==> src/rtl/if_fetch_pkg.sv <==
// Shared constants and types for the instruction-fetch stage (bus widths, NOP, reset level,
// fetch state encoding).
package if_fetch_pkg;

  localparam int unsigned InstAddrW = 32;
  localparam int unsigned InstW     = 32;

  localparam logic [InstAddrW-1:0] ZeroWord  = 32'h0000_0000;
  localparam logic [InstW-1:0]     NopInst   = 32'h0000_0013;
  localparam logic                 RstEnable = 1'b0;

  typedef enum logic {
    StFetch,
    StPresent
  } fetch_state_e;

endpackage

==> src/rtl/if_icache.sv <==
// Direct-mapped one-word-per-line instruction cache: combinational lookup, single fill port.
// Only instantiated when ICACHE_EN is defined.
module if_icache
  import if_fetch_pkg::*;
#(
  parameter int unsigned IDX_W = 7
) (
  input  logic              clk,
  input  logic              rst,
  input  logic [31:2]       lookup_addr_i,
  output logic              hit_o,
  output logic [InstW-1:0]  rdata_o,
  input  logic              fill_i,
  input  logic [31:2]       fill_addr_i,
  input  logic [InstW-1:0]  fill_data_i
);

  localparam int unsigned Lines = 1 << IDX_W;
  localparam int unsigned TagW  = 30 - IDX_W;

  logic [Lines-1:0] valid_q;
  logic [TagW-1:0]  tag_q  [Lines];
  logic [InstW-1:0] data_q [Lines];

  logic [IDX_W-1:0] lookup_idx;
  logic [TagW-1:0]  lookup_tag;
  logic [IDX_W-1:0] fill_idx;

  assign lookup_idx = lookup_addr_i[IDX_W+1:2];
  assign lookup_tag = lookup_addr_i[31:IDX_W+2];
  assign fill_idx   = fill_addr_i[IDX_W+1:2];

  assign hit_o   = valid_q[lookup_idx] && (tag_q[lookup_idx] == lookup_tag);
  assign rdata_o = data_q[lookup_idx];

  always_ff @(posedge clk) begin
    if (rst == RstEnable) begin
      valid_q <= '0;
    end else if (fill_i) begin
      valid_q[fill_idx] <= 1'b1;
    end
  end

  // Tag/data need no reset: they are qualified by valid_q.
  always_ff @(posedge clk) begin
    if (fill_i) begin
      tag_q[fill_idx]  <= fill_addr_i[31:IDX_W+2];
      data_q[fill_idx] <= fill_data_i;
    end
  end

endmodule

==> src/rtl/if_fetch.sv <==
// Instruction-fetch stage: assembles 32-bit little-endian words from a byte-wide memory port.
// Define ICACHE_EN to add a direct-mapped instruction cache in front of the memory fetch.
module if_fetch
  import if_fetch_pkg::*;
#(
  parameter logic [31:0] RESET_PC = 32'h0000_0000,
  parameter logic [31:0] NOP_INST = NopInst
`ifdef ICACHE_EN
  , parameter int unsigned ICACHE_IDX_W = 7
`endif
) (
  input  logic                 clk,
  input  logic                 rst,
  input  logic                 stall_i,
  input  logic                 jump_i,
  input  logic [InstAddrW-1:0] jump_addr_i,
  output logic                 mem_req_o,
  output logic [InstAddrW-1:0] mem_addr_o,
  input  logic [7:0]           mem_rdata_i,
  input  logic                 mem_rvalid_i,
  output logic [InstAddrW-1:0] pc_o,
  output logic [InstW-1:0]     inst_o,
  output logic                 inst_valid_o
);

  fetch_state_e         state_q, state_d;
  logic [InstAddrW-1:0] pc_q, pc_d;
  logic [1:0]           cnt_q, cnt_d;
  logic [23:0]          buf_q, buf_d;
  logic                 req_q, req_d;
  logic [InstAddrW-1:0] addr_q, addr_d;
  logic [InstAddrW-1:0] pc_out_q, pc_out_d;
  logic [InstW-1:0]     inst_q, inst_d;
  logic                 valid_q, valid_d;

  logic                 cache_hit;
  logic [InstW-1:0]     cache_word;

`ifdef ICACHE_EN
  // With a cache, entering FETCH spends one cycle on lookup before any memory request.
  localparam logic IssueOnEntry = 1'b0;
  logic fill_en;

  assign fill_en = (state_q == StFetch) && req_q && mem_rvalid_i && (cnt_q == 2'd3) && !jump_i;

  if_icache #(
    .IDX_W(ICACHE_IDX_W)
  ) u_icache (
    .clk          (clk),
    .rst          (rst),
    .lookup_addr_i(pc_q[31:2]),
    .hit_o        (cache_hit),
    .rdata_o      (cache_word),
    .fill_i       (fill_en),
    .fill_addr_i  (pc_q[31:2]),
    .fill_data_i  ({mem_rdata_i, buf_q})
  );
`else
  localparam logic IssueOnEntry = 1'b1;
  assign cache_hit  = 1'b0;
  assign cache_word = ZeroWord;
`endif

  always_comb begin
    state_d  = state_q;
    pc_d     = pc_q;
    cnt_d    = cnt_q;
    buf_d    = buf_q;
    req_d    = req_q;
    addr_d   = addr_q;
    pc_out_d = pc_out_q;
    inst_d   = inst_q;
    valid_d  = valid_q;

    if (jump_i) begin
      pc_d    = jump_addr_i & ~32'd3;
      cnt_d   = 2'd0;
      state_d = StFetch;
      valid_d = 1'b0;
      inst_d  = NOP_INST;
      req_d   = IssueOnEntry;
      addr_d  = jump_addr_i & ~32'd3;
    end else begin
      unique case (state_q)
        StFetch: begin
          if (!req_q) begin
            // Idle FETCH cycle: after reset, or the cache lookup slot.
            if (cache_hit) begin
              state_d  = StPresent;
              inst_d   = cache_word;
              pc_out_d = pc_q;
              valid_d  = 1'b1;
            end else begin
              req_d  = 1'b1;
              addr_d = pc_q;
            end
          end else if (mem_rvalid_i) begin
            if (cnt_q == 2'd3) begin
              state_d  = StPresent;
              inst_d   = {mem_rdata_i, buf_q};
              pc_out_d = pc_q;
              valid_d  = 1'b1;
              req_d    = 1'b0;
            end else begin
              case (cnt_q)
                2'd0:    buf_d[7:0]   = mem_rdata_i;
                2'd1:    buf_d[15:8]  = mem_rdata_i;
                default: buf_d[23:16] = mem_rdata_i;
              endcase
              cnt_d  = cnt_q + 2'd1;
              addr_d = pc_q + {30'b0, cnt_q} + 32'd1;
            end
          end
        end
        StPresent: begin
          if (!stall_i) begin
            pc_d    = pc_q + 32'd4;
            cnt_d   = 2'd0;
            state_d = StFetch;
            valid_d = 1'b0;
            inst_d  = NOP_INST;
            req_d   = IssueOnEntry;
            addr_d  = pc_q + 32'd4;
          end
        end
        default: ;
      endcase
    end
  end

  always_ff @(posedge clk) begin
    if (rst == RstEnable) begin
      state_q  <= StFetch;
      pc_q     <= RESET_PC;
      cnt_q    <= 2'd0;
      buf_q    <= '0;
      req_q    <= 1'b0;
      addr_q   <= ZeroWord;
      pc_out_q <= ZeroWord;
      inst_q   <= NOP_INST;
      valid_q  <= 1'b0;
    end else begin
      state_q  <= state_d;
      pc_q     <= pc_d;
      cnt_q    <= cnt_d;
      buf_q    <= buf_d;
      req_q    <= req_d;
      addr_q   <= addr_d;
      pc_out_q <= pc_out_d;
      inst_q   <= inst_d;
      valid_q  <= valid_d;
    end
  end

  assign mem_req_o    = req_q;
  assign mem_addr_o   = addr_q;
  assign pc_o         = pc_out_q;
  assign inst_o       = inst_q;
  assign inst_valid_o = valid_q;

endmodule

==> config.mk <==
export PLATFORM = sky130hd
export DESIGN_NAME = if_fetch
export DESIGN_NICKNAME = d
export VERILOG_FILES = /design/src/rtl/if_fetch_pkg.sv /design/src/rtl/if_icache.sv /design/src/rtl/if_fetch.sv
export SDC_FILE = /design/constraint.sdc
export NUM_CORES = 1
export LEC_CHECK = 0
export ABC_AREA = 1
export BUFFER_PORTS_ARGS = -buffer_cell sky130_fd_sc_hd__buf_2
export CAP_MARGIN = 20
export CORE_MARGIN = 2
export CORE_UTILIZATION = 29
export CTS_BUF_LIST = sky130_fd_sc_hd__clkbuf_4 sky130_fd_sc_hd__clkbuf_8
export CTS_CLUSTER_SIZE = 24
export DETAILED_ROUTE_END_ITERATION = 16
export GPL_TIMING_DRIVEN = 0
export HOLD_SLACK_MARGIN = 0.15
export SYNTH_ARGS = -nofsm -noshare
export SYNTH_HDL_FRONTEND = slang
export SYNTH_HIERARCHICAL = 1
export SYNTH_SLANG_ARGS = --single-unit
==> constraint.sdc <==
create_clock -name clk -period 1.8 [get_ports clk]
set_input_delay 0.36 -clock clk [delete_from_list [all_inputs] [get_ports clk]]
set_output_delay 0.36 -clock clk [all_outputs]
set_load 0.02 [all_outputs]
# After elaboration in Yosys (flattened, before gate mapping)
# Index checks and enable logic that the tools add are counted.
dict set report word_totals {
  register_bits 157
  in_bits 45
  output_inout_bits 98
  elab_cells 85
}
dict set report op_classes {
  n_addsub 4
  n_eq_ne 13
  n_mux 35
  n_bitwise 6
  n_reduce_logical 14
}
# op count
set ops {}
lappend ops {{$mux 32} 12}
lappend ops {{$pmux 32 s2} 2}
lappend ops {{$add 32x1->32 const B} 1}
lappend ops {{$add 32x2->32} 1}
lappend ops {{$add 32x3->32 const B} 1}
lappend ops {{$reduce_and 6->1} 3}
lappend ops {{$mux 1} 13}
lappend ops {{$ne 2x2->1 const B} 5}
lappend ops {{$ne 3x3->1 const B} 3}
lappend ops {{$mux 2} 4}
lappend ops {{$ne 4x4->1 const B} 2}
lappend ops {{$reduce_and 4->1} 2}
lappend ops {{$not 1->1} 6}
lappend ops {{$pmux 1 s2} 3}
lappend ops {{$reduce_and 3->1} 2}
lappend ops {{$reduce_and 5->1} 1}
lappend ops {{$pmux 2 s2} 1}
lappend ops {{$reduce_and 2->1} 2}
lappend ops {{$reduce_or 2->1} 2}
lappend ops {{$add 2x1->2 const B} 1}
lappend ops {{$eq 2x1->1 const B} 1}
lappend ops {{$eq 2x2->1 const B} 1}
lappend ops {{$logic_not 2->1} 1}
lappend ops {{$ne 2x1->1 const B} 1}
lappend ops {{$reduce_bool 2->1} 1}

# Longest topological paths before layout
dict set report logic_depth {
  word_depth 7
  ltp_mapped 13
  depth_no_buf 12
}

# Least setup slack after synthesis
# Ideal clock, no wire load.
dict set report synth_timing {
  path_type {register to register}
  startpoint {register cnt_q[0]}
  endpoint {register buf_q[16]}
  setup_ns 0.116
  t_arrival_ns 1.550
  required_ns 1.684
  slack_ns 0.134
  stages_incl_launch_ff 8
  path_buffers 1
  period_less_slack_ns 1.666
  path_cell_list {dfxtp_1 inv_1 ha_1 clkbuf_1 nor2_1 nand2_1 o21ai_0 nor2_1}
}
dict set report synth_between {
  elab_chain_cells 4
  elab_cells_between_ends 7
  classes_between {eq/ne (2); bitwise (2); reduce/logical (3)}
}
# element line_no
set synth_lines {}
lappend synth_lines {{from (decl)} if_fetch.sv:28} ;# logic [1:0] cnt_q, cnt_d;
lappend synth_lines {{from (signal assigned)} if_fetch.sv:145} ;# cnt_q <= cnt_d;
lappend synth_lines {{$eq 2x1->1 or $logic_not 2->1 (tied branches)} if_fetch.sv:105} ;# case (cnt_q)
lappend synth_lines {{$reduce_or 2->1 (no line)} n/a}
lappend synth_lines {{$not 1->1 (no line)} n/a}
lappend synth_lines {{$reduce_and 6->1 (no line) (*)} n/a}
lappend synth_lines {{to (signal assigned)} if_fetch.sv:146} ;# buf_q <= buf_d;
lappend synth_lines {{to (decl)} if_fetch.sv:29} ;# logic [23:0] buf_q, buf_d;
# Every way passes the cells marked *; elsewhere a longest branch is shown, timed or not.
# A chain may end at the register's enable or synchronous reset.

# Worst setup path after layout
dict set report layout_timing {
  startpoint {register state_q}
  endpoint {register addr_q[15], in the netlist mem_addr_o[15]}
}
dict set report layout_between {
  elab_chain_cells 3
  elab_cells_between_ends 7
  classes_between {eq/ne (3); mux (2); bitwise (1); reduce/logical (1)}
}
# element line_no
set layout_lines {}
lappend layout_lines {{from (decl)} if_fetch.sv:26} ;# fetch_state_e state_q, state_d;
lappend layout_lines {{from (signal assigned)} if_fetch.sv:133} ;# state_q <= StFetch;
lappend layout_lines {{from (signal assigned)} if_fetch.sv:143} ;# state_q <= state_d;
lappend layout_lines {{$not 1->1 (no line)} n/a}
lappend layout_lines {{$ne 4x4->1 (no line) or $pmux 32 s2 (tied branches)} n/a}
lappend layout_lines {{$reduce_and 3->1 (no line) or $mux 32 (tied branches)} n/a}
lappend layout_lines {{to (signal assigned)} if_fetch.sv:138} ;# addr_q <= ZeroWord;
lappend layout_lines {{to (signal assigned)} if_fetch.sv:148} ;# addr_q <= addr_d;
lappend layout_lines {{to (decl)} if_fetch.sv:31} ;# logic [InstAddrW-1:0] addr_q, addr_d;
# Several ways; a longest one is shown, not always the timed one.

==> flow_summary_export.csv <==
group,metric,value,unit
route,drt-met1-wl,12.3,mm
yosys,syn_area,0.00756,mm^2
min_path,min_path_type,"input pin to register",
pwr,total_power,7270,uW
clocking,clkLatencyLatePin,0.47,ns
yosys,ys_seq_elements,153,
yosys,synth_compound_area_share,18.1,%
cells_and_area,final_common_cell,"nand2_1",
floorplanning,fp.coreArea,0.0258,mm^2
clocking,cts_tree,"yes",
route,wire_per_inst,18.0,um
route,drtPass1Iterations,5,
pwr,vdd_drop_max,0.374,mV
status,outcome,"complete, no violations",
grt,grt_pass1_wl,43.7,mm
clocking,clkSinkCount,153,
cells_and_area,drive_gt1_share,27.6,%
timing,worst_slew_pin_slew,0.839,ns
placed_design,io_buffer_count,137,
timing,setup_viol,0,
yosys,synthSimpleGateAreaFrac,31.1,%
yosys,netlist.top_cell.by_area,"dfxtp_1",
yosys,ys_seq_area_share,40.5,%
grt,overflow,0,
route,routed.top_layer,"met4",
route,vias_per_cell,5.12,
floorplanning,initial_core_util,29.2,%
grt,grt_max_degree,21,
yosys,synthAdderAreaFrac,0.662,%
floorplanning,die_area,0.0274,mm^2
route,wl_met3,2.76,mm
yosys,async_reset_ff_share,0,%
clocking,clkSlewWorstSetupHoldPaths,0.11,ns
timing,min_period,1.77,ns
worst_setup_path,start_kind,"register",
route,vias,8381,
yosys,netlist_instances,1095,
cells_and_area,fin_nets,1338,
route,drt_iter0_markers,676,
clocking,numCtsBuffers,17,
yosys,yosys-mux-area-fraction,0,%
yosys,syn_avg_cell_area,6.90,um^2
clocking,root_buffer,"clkbuf_8",
floorplanning,die_width,165,um
route,drc,0,
timing,clock_skew,0.0218,ns
timing,finalHoldViolCount,0,
route,routed_wl,29.5,mm
yosys,synthTopCellsByArea,"dfxtp_1, nand2_1, a21oi_1",
placed_design,pre_cts_ws,-0.343,ns
worst_setup_path,crit_type,"register to register",
yosys,yosysUniqueCellTypes,41,
clocking,cts.path.max_buffers,2,
floorplanning,rows,59,
route,wl_met2,13.3,mm
worst_setup_path,crit_path_max_fanout,9,
worst_setup_path,crit_path_end_kind,"register",
timing,fin_crit_sh,98.4,%
placed_design,hpwlAfterDp,21.3,mm
timing,setup_slack,0.0282,ns
pwr,pwr_density_cell,737,mW/mm^2
cells_and_area,syn2layout_area_growth,30.6,%
grt,grt_usage,21.3,%
placed_design,gp_congestion,0.937,
cells_and_area,fin_util,38.2,%
yosys,yosysTopAreaCellShare,40.5,%
worst_setup_path,cp.arrival,2.19,ns
floorplanning,pin_count,143,
yosys,synth_xor_area_share,1.97,%
floorplanning,fp.dieH,165,um
flow_run,maxCapViolations,0,
yosys,ys.warnings.count,6,
route,ant_nets,0,
timing,fmax,564,MHz
timing,tns,0,ns
yosys,synth_edf_count,0,
pwr,power.static_leakage,0.00399,uW
timing,rsz0062_at_grt,"yes",
worst_setup_path,crit_required,2.22,ns
grt,grt_pass1_vias,7764,
timing,relSlewSlack,44.1,%
timing,slew_viol_final,0,
cells_and_area,final_cell_mix,"nand2_1, buf_2, a21oi_1, dfxtp_1, nand3_1",
yosys,synth-main-ff-cell,"dfxtp_1",
clocking,cts_max_level,4,
grt,antenna_found_initial,1,
yosys,synth_top_family_by_area,"simple AND/OR/NAND/NOR gates",
repair_timing:
| action | 4_1_cts | 5_1_grt |
|---|---|---|
| endpoints found under the hold margin | 3 | 0 |
| resized for setup | 39 | 114 |
| pin swaps | 11 | 24 |
| gates cloned | 1 | 0 |
| setup endpoints to repair | 144 | 138 |
| hold buffers | 3 | 0 |
| setup buffers | 17 | 19 |
kinds of logic after synthesis:
family / count (synthesis)
other cells: 1
compound gates: 256
flops: 153
simple gates: 526
xor+xnor: 17
buf+inv: 138
fa+ha+maj: 4
worst paths after layout:
check	to	slack, ns	depth (start not counted)	startpoint
worst max-delay path	mem_addr_o[15]	0.03	6	state_q
worst min-delay path	pc_q[24]	0.17	3	jump_addr_i[24]
worst max register to register	mem_addr_o[15]	0.03	6	state_q
worst min register to register	pc_o[13]	0.47	2	pc_o[13]
metal layers:
metal	GRT usage, %	vias up
met4	8.89	0
li1	-	4062
met5	0	-
met1	27.6	3873
met3	4.87	75
met2	34.1	371
worst max-delay path: stages (launching register included):
cell     delay, ns
dfxtp_1       0.33
buf_6         0.15
nor2_1        0.44
inv_1         0.39
nor2_1        0.23
nor2_2        0.08
nor2_1        0.09
flip-flops by register name (all words and copies together), names as in the netlist:
name / count
cnt_q: 2
pc_q: 30
mem_addr_o: 32
state_q: 1
mem_req_o: 1
buf_q: 24
pc_o: 30
inst_valid_o: 1
inst_o: 32
cells in the mapped netlist (4+ instances only):
master and instances:
buf_4 5, a31oi_1 25, nand4_1 11, nand2_2 6, dfxtp_1 153, nand2_1 283
nand3_1 128, nor2_2 17, nor2_1 66, o21bai_1 4, o21ai_1 9, nor2_4 6
o211ai_1 4, clkbuf_1 34, a21oi_1 142, buf_2 21, o21ai_0 60, inv_1 53
inv_2 16, ha_1 4, xor2_1 15
where the power goes:
part           switching (uW)  internal [uW]
registers                 106           3480
logic                     547            277
clock network            1740           1110
through the flow:
| step | hold WS [ns] | instances | instance area [um^2] |
|---|---|---|---|
| floorplan | 0.441 | 1096 | 7560 |
| global placement | 0.447 | 1568 | 8660 |
| detailed placement | 0.452 | 1568 | 8660 |
| CTS | 0.151 | 1621 | 9420 |
| global route | 0.169 | 1637 | 9870 |
| finish | 0.173 | 1638 | 9870 |
final cells by class:
type / count / area (um^2)
tap: 335 / 419
clock buffer: 17 / 234
fill: 2751 / 16000
inverter: 72 / 288
timing repair buffer: 177 / 1060
antenna: 1 / 2.50
sequential: 153 / 3110
buffer: 63 / 358
multi-input combinational: 805 / 4190
clock inverter: 15 / 214
No activity file was read; power rests on OpenSTA's default activity.
